===== src/rtl/vga_write_arbiter_pkg.sv =====
// Shared types and screen constants for the VGA write-port arbiter.
// Imported by the arbiter top; the sub-module stays parameter-only.
package vga_write_arbiter_pkg;

    localparam int X_W      = 9;
    localparam int Y_W      = 8;
    localparam int COLOUR_W = 3;

    typedef enum logic [1:0] {
        IDLE         = 2'd0,
        GRANT_MAP    = 2'd1,
        GRANT_SPRITE = 2'd2,
        HANDOFF      = 2'd3
    } arb_state_t;

    typedef enum logic {
        MAP    = 1'b0,
        SPRITE = 1'b1
    } requester_t;

    function automatic requester_t other_requester(input requester_t r);
        return (r == MAP) ? SPRITE : MAP;
    endfunction

endpackage


===== src/rtl/vga_write_arbiter_burst_watchdog.sv =====
// Burst watchdog: counts cycles while enabled and flags the cycle in which
// the count reaches MAX_BURST-1, so the owner can be forcibly released.
module burst_watchdog #(
    parameter int MAX_BURST = 131072
) (
    input  logic clock,
    input  logic resetn,
    input  logic clear,
    input  logic enable,
    output logic expire
);

    localparam int CNT_W = $clog2(MAX_BURST + 1);
    localparam logic [CNT_W-1:0] LIMIT = CNT_W'(MAX_BURST - 1);

    logic [CNT_W-1:0] count;

    assign expire = enable && (count == LIMIT);

    // Holding at the limit keeps the counter from wrapping if the owner lingers.
    always_ff @(posedge clock) begin
        if (!resetn || clear) begin
            count <= '0;
        end else if (enable && !expire) begin
            count <= count + CNT_W'(1);
        end
    end

endmodule


===== src/rtl/vga_write_arbiter.sv =====
// Arbitrates the single VGA adapter write port between the map drawer and the
// sprite drawer, granting whole bursts and alternating under contention.
module vga_write_arbiter #(
    parameter int X_W       = vga_write_arbiter_pkg::X_W,
    parameter int Y_W       = vga_write_arbiter_pkg::Y_W,
    parameter int COLOUR_W  = vga_write_arbiter_pkg::COLOUR_W,
    parameter int MAX_BURST = 131072
) (
    input  logic                clock,
    input  logic                resetn,
    input  logic                map_req,
    input  logic                map_plot,
    input  logic [X_W-1:0]      map_x,
    input  logic [Y_W-1:0]      map_y,
    input  logic [COLOUR_W-1:0] map_colour,
    input  logic                map_done,
    input  logic                spr_req,
    input  logic                spr_plot,
    input  logic [X_W-1:0]      spr_x,
    input  logic [Y_W-1:0]      spr_y,
    input  logic [COLOUR_W-1:0] spr_colour,
    input  logic                spr_done,
    output logic                map_gnt,
    output logic                spr_gnt,
    output logic                vga_plot,
    output logic [X_W-1:0]      vga_x,
    output logic [Y_W-1:0]      vga_y,
    output logic [COLOUR_W-1:0] vga_colour,
    output logic                redraw_done,
    output logic                timeout
);

    import vga_write_arbiter_pkg::*;

    arb_state_t state;
    arb_state_t next_state;
    requester_t last_served;
    requester_t next_last_served;

    logic map_owned;
    logic spr_owned;
    logic expire;
    logic set_timeout;

    assign map_owned = (state == GRANT_MAP);
    assign spr_owned = (state == GRANT_SPRITE);
    assign map_gnt   = map_owned;
    assign spr_gnt   = spr_owned;

    // Idle and handoff both clear the count, so every grant starts from zero.
    burst_watchdog #(
        .MAX_BURST(MAX_BURST)
    ) u_watchdog (
        .clock (clock),
        .resetn(resetn),
        .clear (!(map_owned || spr_owned)),
        .enable(map_owned || spr_owned),
        .expire(expire)
    );

    always_ff @(posedge clock) begin
        if (!resetn) begin
            state       <= IDLE;
            last_served <= SPRITE;
        end else begin
            state       <= next_state;
            last_served <= next_last_served;
        end
    end

    // A done in the same cycle as expiry is treated as a normal completion.
    always_comb begin
        next_state       = state;
        next_last_served = last_served;
        set_timeout      = 1'b0;
        case (state)
            IDLE: begin
                if (map_req && spr_req) begin
                    next_state = (other_requester(last_served) == MAP) ? GRANT_MAP : GRANT_SPRITE;
                end else if (map_req) begin
                    next_state = GRANT_MAP;
                end else if (spr_req) begin
                    next_state = GRANT_SPRITE;
                end
            end
            GRANT_MAP: begin
                if (map_done) begin
                    next_state       = HANDOFF;
                    next_last_served = MAP;
                end else if (expire) begin
                    next_state       = HANDOFF;
                    next_last_served = MAP;
                    set_timeout      = 1'b1;
                end
            end
            GRANT_SPRITE: begin
                if (spr_done) begin
                    next_state       = HANDOFF;
                    next_last_served = SPRITE;
                end else if (expire) begin
                    next_state       = HANDOFF;
                    next_last_served = SPRITE;
                    set_timeout      = 1'b1;
                end
            end
            HANDOFF: next_state = IDLE;
            default: next_state = IDLE;
        endcase
    end

    // Coordinates hold their last value whenever nobody owns the port.
    always_ff @(posedge clock) begin
        if (!resetn) begin
            vga_plot    <= 1'b0;
            vga_x       <= '0;
            vga_y       <= '0;
            vga_colour  <= '0;
            redraw_done <= 1'b0;
            timeout     <= 1'b0;
        end else begin
            redraw_done <= map_owned && map_done;
            if (set_timeout) begin
                timeout <= 1'b1;
            end
            if (map_owned) begin
                vga_plot   <= map_plot;
                vga_x      <= map_x;
                vga_y      <= map_y;
                vga_colour <= map_colour;
            end else if (spr_owned) begin
                vga_plot   <= spr_plot;
                vga_x      <= spr_x;
                vga_y      <= spr_y;
                vga_colour <= spr_colour;
            end else begin
                vga_plot <= 1'b0;
            end
        end
    end

endmodule


===== config.mk =====
export PLATFORM = sky130hd
export DESIGN_NAME = vga_write_arbiter
export DESIGN_NICKNAME = d
export VERILOG_FILES = /design/src/rtl/vga_write_arbiter_pkg.sv /design/src/rtl/vga_write_arbiter_burst_watchdog.sv /design/src/rtl/vga_write_arbiter.sv
export SDC_FILE = /design/constraint.sdc
export NUM_CORES = 1
export LEC_CHECK = 0
export ABC_AREA = 1
export ABC_CLOCK_PERIOD_IN_PS = 5320
export CORE_MARGIN = 3
export CORE_UTILIZATION = 25
export CTS_BUF_LIST = sky130_fd_sc_hd__clkbuf_8
export DETAILED_ROUTE_END_ITERATION = 16
export HOLD_SLACK_MARGIN = 0.08
export SYNTH_ARGS = -nofsm -noshare
export SYNTH_HDL_FRONTEND = slang
export SYNTH_SLANG_ARGS = --single-unit

===== constraint.sdc =====
create_clock -name clock -period 5.32 [get_ports clock]
set_input_delay 0.532 -clock clock [delete_from_list [all_inputs] [get_ports clock]]
set_output_delay 0.532 -clock clock [all_outputs]
set_load 0.01 [all_outputs]

==> out/summary.md, run 1 <==
The run finished with clean final reports. For the final database, setup skew stands at 6.42 ps. Buffers placed on the I/O ports in this run total 72. Counting instances, the worst hold path has a depth of 2. Setup violations remaining at the end of the flow were counted as 0.

Setup repair after global routing left no endpoint under its margin. met2 is the most crowded layer. The die covers 10200 um2. The number of pins with negative max-slew slack in the final report was 0; the number of failing hold endpoints at the final stage was 0. Measured against its own limit, the worst slew margin works out to 39.1%. The number of warnings reported in the yosys synthesis log was 0; the number of filler cells placed in the layout was 933. In this run, synthesis produced a sequential element count of 44. The pin slew with the least headroom to its limit was 914 ps; the global-route usage over all layers was 11.9%.

The run gives 5.88% as the met3 usage. The synthesized design devotes to its leading area cell type 39.0% of total area. The post-CTS setup-driven buffer insertion count was 0; the area growth from synthesis to final layout was 40.3%. The routability-driven placement congestion ratio is 0.822, and the floorplan row count is 34. The fraction of final layout cells sized beyond drive strength 1 came out at 8.62%. For this run, design rule violations remaining after detail routing come to 0. For the number of sinks on the clock net, the log shows 44. The via count of the routed design was 2253; the met2 usage in global routing was 19.2%.

Fraction of the cycle the final worst path needs: 51.7%. Starting utilization of the core area: 25.8%. Largest net degree at the start of global routing: 47. The tools report the count of unique library cells instantiated by Yosys as 31. The tools report the upper clock frequency limit as 364 MHz.

The endpoint identified for the worst register-to-register timing path is last_served$_SDFFE_PN1P_. The number of iterations in the first detailed-routing pass is 4, and the post-cts sizing count is 0. For the number of global-route vias before repair, the log shows 2277.

STA classifies the critical path startpoint as a flip-flop. Number of cells on the worst reg-to-reg path: 8. Measured along the y axis, the die boundary spans 101 um.

For the leakage component of the power, the log shows 0.00111 uW. In the final design database the tool counted 436 nets. In this run the register-to-register setup slack is 2840 ps. The H-tree depth came out at 2. For this run, global-route usage on met1 was measured as 14.0%. For the final routed database, the setup TNS stands at 0 ps.

For this run the aggregate overflow at the end of global routing stands at 0. The repair_antennas step left the layout with diodes totalling 0. The library cell used most frequently in the layout, excluding fill and tap cells, is nand2_1. The worst hold path terminates at timeout$_SDFFE_PN0P_. The run gives 0.000230 V as the worst vdd rail ir drop. The root buffer cell is clkbuf_8. Power density over cell area: 402 nW/um2. The top cell types in the final layout, fill and taps aside, are nand2_1, clkdlybuf4s50_1, dfxtp_1.

Post-detailed-route count of antenna-violating nets: 0. The beginning of the worst register-to-register path was state[1]$_SDFFE_PN0P_. The first global-routing pass estimated 9.94 mm of wire. Leaving out filler cells and counting taps, the final layout contains 491. The library cell with the largest summed area after synthesis was dfxtp_1.

CTS clock-pin slew for the worst setup and hold paths: 90 ps. TritonCTS built the clock tree. The tools report the initial antenna violation count as 0. The clock period could shrink to 2750 ps. After detailed routing, the average wire length per cell comes to 11.8 um. The tools report the clock buffer count from CTS as 5. After synthesis, the cell types taking the most area are dfxtp_1, nand2_1, o21ai_0, a31oi_1, inv_1. The HPWL after detailed placement is 4.29 mm. The tool flagged a number of max-cap violations equal to 0.

When the netlist entered floorplanning its net count stood at 370. The tools report the synthesized cell area as 2260 um2. In the routed layout, each cell is associated on average with a via count of 4.59. Worst min-delay path class: reg -> reg. The final layout contains routed wiring with a total length of 5.81 mm. In this run, placement finished with an instance count of 483. The later-pin clock latency in the skew report was 300 ps; the core area was 8760 um2. The critical path in this run is classified as reg -> out. Post-synthesis cell count: 316. Dividing the synthesized area by the synthesized cell count gives 7.14 um2.

Hold path startpoint: timeout$_SDFFE_PN0P_. For the worst setup path, the data arrival time is 2220 ps. In this run, post-CTS hold repair placed 0 buffers. The width of the chip is 101 um, and the required time of the critical path is 4790 ps. Endpoint kind of the worst setup timing path: an output port. The number of violations reported at the end of detailed-routing iteration 0 came out at 83. The total power came out at 1270 uW.

73 I/O pins were placed. The clock passes through at most 2 buffers. For this run, the register share of the synthesized area comes to 39.0%. The biggest fanout along the worst timing path is 25.
-- Yosys cell counts (all sizes together) --
cell    number
a21boi       1
a21oi       21
a31oi       20
and2         1
buf          3
clkbuf      11
clkinv       1
dfxtp       44
ha           6
inv         24
nand2      103
nand3        4
nand3b       2
nand4        5
nor2        22
nor3         6
nor3b        1
o211a        1
o211ai       1
o21ai       30
o22ai        1
xnor2        3
xor2         5
-- report_power, final --
part	total (uW)	switching [uW]	leakage, uW	internal (uW)
clock network	258	119	0.0000541	139
logic	556	307	0.000700	250
registers	459	45.5	0.000360	413
total	1270	472	0.00111	802
-- final cells by class --
type	instances	area, um2	share of cell area [%]
timing repair buffer	73	728	23.0
clock inverter	3	42.5	1.34
inverter	25	95.1	3.00
tap	108	135	4.27
clock buffer	5	68.8	2.17
multi-input combinational	233	1220	38.4
sequential	44	881	27.8
-- sequential cells by signal, indices dropped and copies added (netlist names) --
name              cells
state                 2
vga_y                 8
vga_colour            3
vga_x                 9
redraw_done           1
timeout               1
last_served           1
vga_plot              1
u_watchdog.count     18
-- stage by stage --
stage | worst slack (ps) | utilization (%) | cell area [um2] | hold WS (ps)
after floorplan | 3600 | - | 2260 | 441
after global placement | 2590 | 34.9 | 3060 | 452
after detailed placement | 2590 | 34.9 | 3060 | 454
after CTS | 2550 | 36.1 | 3170 | 468
after global routing | 2410 | 36.1 | 3170 | 507
final | 2570 | 36.1 | 3170 | 463
-- logic make-up (layout without fill, tap and decap cells) --
| kind of cell | count (synthesis) | after routing | synth area share (%) |
|---|---|---|---|
| AND/OR/NAND/NOR | 144 | 144 | 27.2 |
| AO/OA/AOI/OAI | 75 | 75 | 20.2 |
| flip-flops | 44 | 44 | 39.0 |
| buffers and inverters | 39 | 106 | 7.09 |
| XOR/XNOR | 8 | 8 | 3.10 |
| adder cells (fa/ha/maj) | 6 | 6 | 3.33 |
-- worst max-delay path by stage --
stage,from,to,slack [ps],cells past startpoint
after CTS,state[1]$_SDFFE_PN0P_,map_gnt,2550,3
after detailed placement,resetn,u_watchdog.count[3]$_SDFFE_PP0P_,2590,5
after floorplan,state[1]$_SDFFE_PN0P_,u_watchdog.count[8]$_SDFFE_PP0P_,3600,8
after global routing,state[1]$_SDFFE_PN0P_,map_gnt,2410,3
after global placement,resetn,u_watchdog.count[4]$_SDFFE_PP0P_,2590,5
final,state[1]$_SDFFE_PN0P_,map_gnt,2570,3
-- metal layers --
layer	up-vias	wire length, um
li1	1170	-
met1	1001	2530
met2	76	2610
met3	6	611
met4	0	55
met5	-	0
-- worst max-delay path: stages, from the launching register on --
cell	delay, ps
dfxtp_1	350
inv_1	110
ha_1	770
clkdlybuf4s50_1	690
Note: power is estimated with default switching activity, not from simulation.
==> inputs of run 2 (changes only) <==
- ABC_CLOCK_PERIOD_IN_PS: 5320 -> 2340
- clock period: 5.32 -> 2.34 ns (I/O delays scaled with it)
==> run 2 against run 1 <==
Net effect: cell area increased by 1.4%; worst setup slack got worse by 2300 ps; die area is the same; largest cell class unchanged; worst hold slack improved by 1.9 ps; total power is 130% higher.
==> out/summary.md, run 2 (synthesis results as in run 1) <==
For this design the top-level I/O count stands at 73. The logs give 0.00114 uW for the leakage component of the power and 1220 um2 for the total area of multi-input combinational cells. VDD sags by at most 0.000469 V.

The fraction of final layout cells sized beyond drive strength 1 is 9.56%, and the final non-filler cell total is 495. Later-pin clock latency in the skew report: 300 ps. In the final layout, the registers with the most flip-flops are u_watchdog.count x18, vga_x x9, vga_y x8. The final layout contains 440 nets.

The post-CTS setup-driven buffer insertion count was 0; the post-cts sizing count was 0. The library cell used most frequently in the layout, excluding fill and tap cells, is nand2_1. The global routing's busiest layer is met2. The number of vias per cell works out to 4.48.

The number of iterations in the first detailed-routing pass is 4. The final routed DRC violation total came out at 0. Ranked by flip-flop count, first place goes to u_watchdog.count. Initial antenna violation count: 0. STA classifies the critical path endpoint as a flip-flop.

The number of global-route vias before repair was 2090. The logs give 0 for the hold buffer count at cts and 881 um2 for the storage element area. The flow ran to the end, and the final reports show no timing, DRC or antenna violations. For flop-to-flop paths, the worst setup slack is 300 ps.

Dividing the detail-routed wire length by the instance count gives 11.7 um. The number of pins with negative max-slew slack in the final report came out at 0. The run gives 0.846 as the routability-driven placement congestion ratio. The vertical extent of the die works out to 101 um. The worst min-delay path class is reg -> reg.

The logs give 0 for the remaining global-route overflow and 44 for the number of sinks on the clock net. After clock tree synthesis, the clock-pin slew on the worst setup and hold paths is 80 ps. The post-detailed-route count of antenna-violating nets was 0; the share of the core filled with cells in the final layout was 36.7%.

For this run, the top clock speed supported by timing is 490 MHz. The clock tree buffer depth was 2; the count of input and output buffers was 72. The first global-routing pass estimated 9.78 mm of wire.

The worst setup path is launched from a flip-flop. The routed layout has 2217 vias. The number of antenna diodes in the final layout is 0. For the pin with the worst max-slew slack, the measured transition is 434 ps. H-tree depth: 2.

Global routing consumed, on the met1 layer, 15.0% of the routing resources. The clock buffer count from CTS is 5, and the setup clock skew after layout is 5.96 ps. The tools report the area enclosed by the die boundary as 10200 um2. The worst endpoint data arrival time came out at 2230 ps. In the layout the commonest cells are nand2_1, clkdlybuf4s50_1, dfxtp_1. The initial utilization of the core area, before any placement, comes to 25.8%. Kind of critical path: reg -> reg. The core region is 8760 um2. Dividing total power by cell area gives a power density of 922 nW/um2. The tools report the sum of negative setup slack as 0 ps. The required time of the critical path is 2530 ps. The run gives 0 as the number of endpoints failing setup at the final stage. The post-detailed-placement half-perimeter wirelength was 4.41 mm. The fraction of the cycle the final worst path needs came out at 87.1%. The global-route usage over all layers was 11.9%; the met3 usage was 5.67%. Met2 usage in global routing: 17.8%.

TritonCTS built the clock tree. The tools report the largest net degree at the start of global routing as 46. The clock period minus final worst setup slack is 2040 ps.

The register with the most flip-flops in the layout has 18 of them. In this run the worst path has a maximum fanout of 16. The width of the chip works out to 101 um. The run gives 34 as the floorplan row count. Setup repair after global routing left no endpoint under its margin. The root buffer cell was clkbuf_8. The layout has 935 filler cells.

The number of violations reported at the end of detailed-routing iteration 0 was 109. The tool flagged a number of max-cap violations equal to 0. In this run, placement finished with an instance count of 487.

For the routed wire length, the log shows 5.78 mm. The run gives 0 as the number of failing hold endpoints at the final stage. The run gives 71.0% as the max-slew headroom at the worst pin. The area growth from synthesis to final layout works out to 42.3%.
==> run 2: cell count changes in the layout (fill, tap and decap cells not counted), sizes merged <==
cell      change
buf           +4
clkbuf        +2
clkinvlp      -1
clkinv        -1
==> run 2: layout make-up <==
class	instances	area share, %
clock buffer	7	3.00
sequential	44	27.4
clock inverter	1	0.935
inverter	25	2.96
multi-input combinational	233	37.9
tap	108	4.21
timing repair buffer	77	23.6
==> run 2: worst max-delay path, cell delays in order (launching register included) <==
cell and delay (ps):
dfxtp_1 360, ha_1 260, nand2_1 90, nor2_2 50
nand2_2 100, nor2_4 70, a21boi_4 380, clkinv_2 320
o21ai_0 240, a21oi_1 60
==> run 2: power by group <==
| group | total [uW] | internal (uW) | switching [uW] |
|---|---|---|---|
| registers | 1040 | 940 | 96.1 |
| logic | 1290 | 584 | 704 |
| clock network | 638 | 377 | 262 |
==> run 2: through the flow <==
stage | hold WS [ps] | worst slack [ps] | cell area (um2) | power (uW)
floorplan | 357 | 618 | 2260 | 1790
global placement | 445 | 319 | 3090 | 2350
detailed placement | 456 | 295 | 3090 | 2350
CTS | 469 | 284 | 3210 | 3010
global route | 484 | 58.2 | 3210 | 3210
finish | 465 | 301 | 3210 | 2960
==> run 2: worst paths after layout <==
| kind | startpoint | endpoint | cells after the start |
|---|---|---|---|
| setup reg to reg | u_watchdog.count[0]$_SDFFE_PP0P_ | u_watchdog.count[1]$_SDFFE_PP0P_ | 9 |
| setup / recovery | u_watchdog.count[0]$_SDFFE_PP0P_ | u_watchdog.count[1]$_SDFFE_PP0P_ | 9 |
| hold reg to reg | timeout$_SDFFE_PN0P_ | timeout$_SDFFE_PN0P_ | 2 |
| hold / removal | timeout$_SDFFE_PN0P_ | timeout$_SDFFE_PN0P_ | 2 |
==> run 2: routing by layer <==
layer,part of all wire [%],up-vias
met5,0,-
met4,1.4,0
met2,41,74
met1,46,964
met3,11,6
li1,-,1173
==> inputs of run 3 (changes only) <==
- CORE_UTILIZATION: 25 -> 43
- PLACE_DENSITY: unset -> 0.78
==> run 3 against run 2 <==
Net effect: die area fell by 40%; worst setup slack lost 110 ps; final cell count is 8.3% lower; sequential share of layout area up 0.77 points; global-route usage rose by 8.8 points.
==> out/summary.md, run 3 (synthesis results as in run 1) <==
The CTS clock-pin slew for the worst setup and hold paths was 80 ps. The logs give 0 for the hold buffer count at cts and 0 for the number of failing hold endpoints at the final stage. The post-CTS setup-driven buffer insertion count is 0, and the width of the chip is 78.5 um. Area growth from synthesis to final layout: 38.4%. In the layout the commonest cells are nand2_1, clkdlybuf4s50_1, dfxtp_1. The logs give 0 for the remaining global-route overflow and 0.896 for the routability-driven placement congestion ratio. The tools report the upper clock frequency limit as 465 MHz. The register with the most flip-flops was u_watchdog.count. For the core area, the log shows 4910 um2.

The number of max-cap violations was 0. Headroom to the max-slew limit came out at 70.2%. The number of violations reported at the end of detailed-routing iteration 0 was 153; the number of endpoints failing setup at the final stage was 0. In this run the core area contains 25 standard-cell rows. The critical path in this run is classified as reg -> reg. The pin slew with the least headroom to its limit works out to 446 ps. Via count of the routed design: 2254. The number of global-route vias before repair was 2172. Before antenna repair, the detailed router went through 4 iterations. Measured along the y axis, the die boundary spans 78.5 um. The register with the most flip-flops in the layout has 18 of them. During placement, the flow inserted port buffers numbering 72.

Global-route wire length before repair: 10.2 mm. The root buffer cell chosen for the clock tree is clkbuf_8. The final layout net count was 440.

The routed wire length came out at 6.00 mm. STA classifies the critical path endpoint as a flip-flop. TritonCTS built the clock tree. The number of pins with negative max-slew slack in the final report is 0. Power spread over the standard cell area amounts to 909 nW/um2. The fraction of final layout cells sized beyond drive strength 1 was 9.04%; the required time of the critical path was 2530 ps. The leading cell type in the layout, fill and taps excluded is nand2_1.

The number of sinks on the clock net was 44. The average wire per cell in the routed design was 13.2 um; the H-tree depth was 2. The initial antenna violation count came out at 0.

Counting along the longest clock path gives a buffer depth of 2. After routing the design area is 3120 um2. The clock period could shrink to 2150 ps. For the post-detailed-placement half-perimeter wirelength, the log shows 4.47 mm. Between clock sinks in the finished design, the worst skew comes to 7.23 ps. Along the worst path, the maximum fanout reaches 16.

The leakage component of the power was 0.00113 uW; the final routed DRC violation total was 0. The detail route stage leaves a number of antenna-violating nets equal to 0. For the post-cts sizing count, the log shows 0. The worst-case IR drop observed on VDD is 0.000435 V.

The type of element launching the critical path is a flip-flop. Entering global routing, the biggest net connects 41 pins. For this configuration, the core starts out at a cell density of 46.0%. Setup repair after global routing left no endpoint under its margin. The worst path uses 91.9% of the clock period.

At the later pin of the worst-skew pair, clock insertion delay measures 300 ps. Number of vias per cell: 4.96. The run finished with clean final reports. The worst min-delay path class was reg -> reg.

The worst endpoint data arrival time is 2340 ps. The count of antenna diodes in the layout is 0, and the sum of negative setup slack is 0 ps. The die covers 6150 um2. Number of top-level design ports: 73.

Summing all placed instances gives a cell area of 3030 um2. Global routing consumed, over all layers together, 20.7% of the routing resources. The largest registers in the layout are u_watchdog.count x18, vga_x x9, vga_y x8.

The clock buffer count from CTS was 5.
-- run 3: changes by cell type in the layout (fill, tap and decap cells not counted), sizes merged --
| cell | delta |
|---|---|
| clkbuf | -1 |
| bufinv | -1 |
| inv | +2 |
-- run 3: final timing paths --
check,from,to,slack (ps),cells past startpoint
worst max-delay path,state[1]$_SDFFE_PN0P_,u_watchdog.count[1]$_SDFFE_PP0P_,190,6
worst max register to register,state[1]$_SDFFE_PN0P_,u_watchdog.count[1]$_SDFFE_PP0P_,190,6
worst min-delay path,timeout$_SDFFE_PN0P_,timeout$_SDFFE_PN0P_,460,2
worst min register to register,timeout$_SDFFE_PN0P_,timeout$_SDFFE_PN0P_,460,2
-- run 3: report_power, final --
| group | switching (uW) | internal, uW |
|---|---|---|
| sequential | 100 | 940 |
| combinational | 721 | 587 |
| clock | 258 | 233 |
| total | 1080 | 1760 |
-- run 3: area by class of cell --
cell class / count / area, um2
Timing Repair Buffer: 77 / 758
Fill cell: 463 / 1790
Sequential cell: 44 / 881
Inverter: 25 / 95.1
Clock buffer: 6 / 82.6
Multi-Input combinational cell: 233 / 1220
Clock inverter: 2 / 7.51
Tap cell: 67 / 83.8
-- run 3: routing by layer --
metal	GRT usage, %	share of wire [%]
met1	25.9	46
met2	32.6	45
met3	7.34	7.5
met4	8.04	1.5
met5	0	0
-- run 3: through the flow --
stage | util (%) | power (uW) | hold WS, ps | cells | worst slack, ps
after floorplan | - | 1790 | 357 | 316 | 618
final | 63.6 | 2840 | 458 | 454 | 188
after global placement | 61.8 | 2350 | 438 | 446 | 306
after global routing | 63.6 | 3040 | 493 | 454 | 21.6
after CTS | 63.6 | 2860 | 464 | 454 | 188
after detailed placement | 61.8 | 2370 | 452 | 446 | 204
-- run 3: worst max-delay path, cell delays in order (launching register included) --
cell and delay, ps:
dfxtp_1 410, inv_1 110, ha_1 420, a21boi_4 470, clkinv_2 340, o21ai_0 240, a21oi_1 50
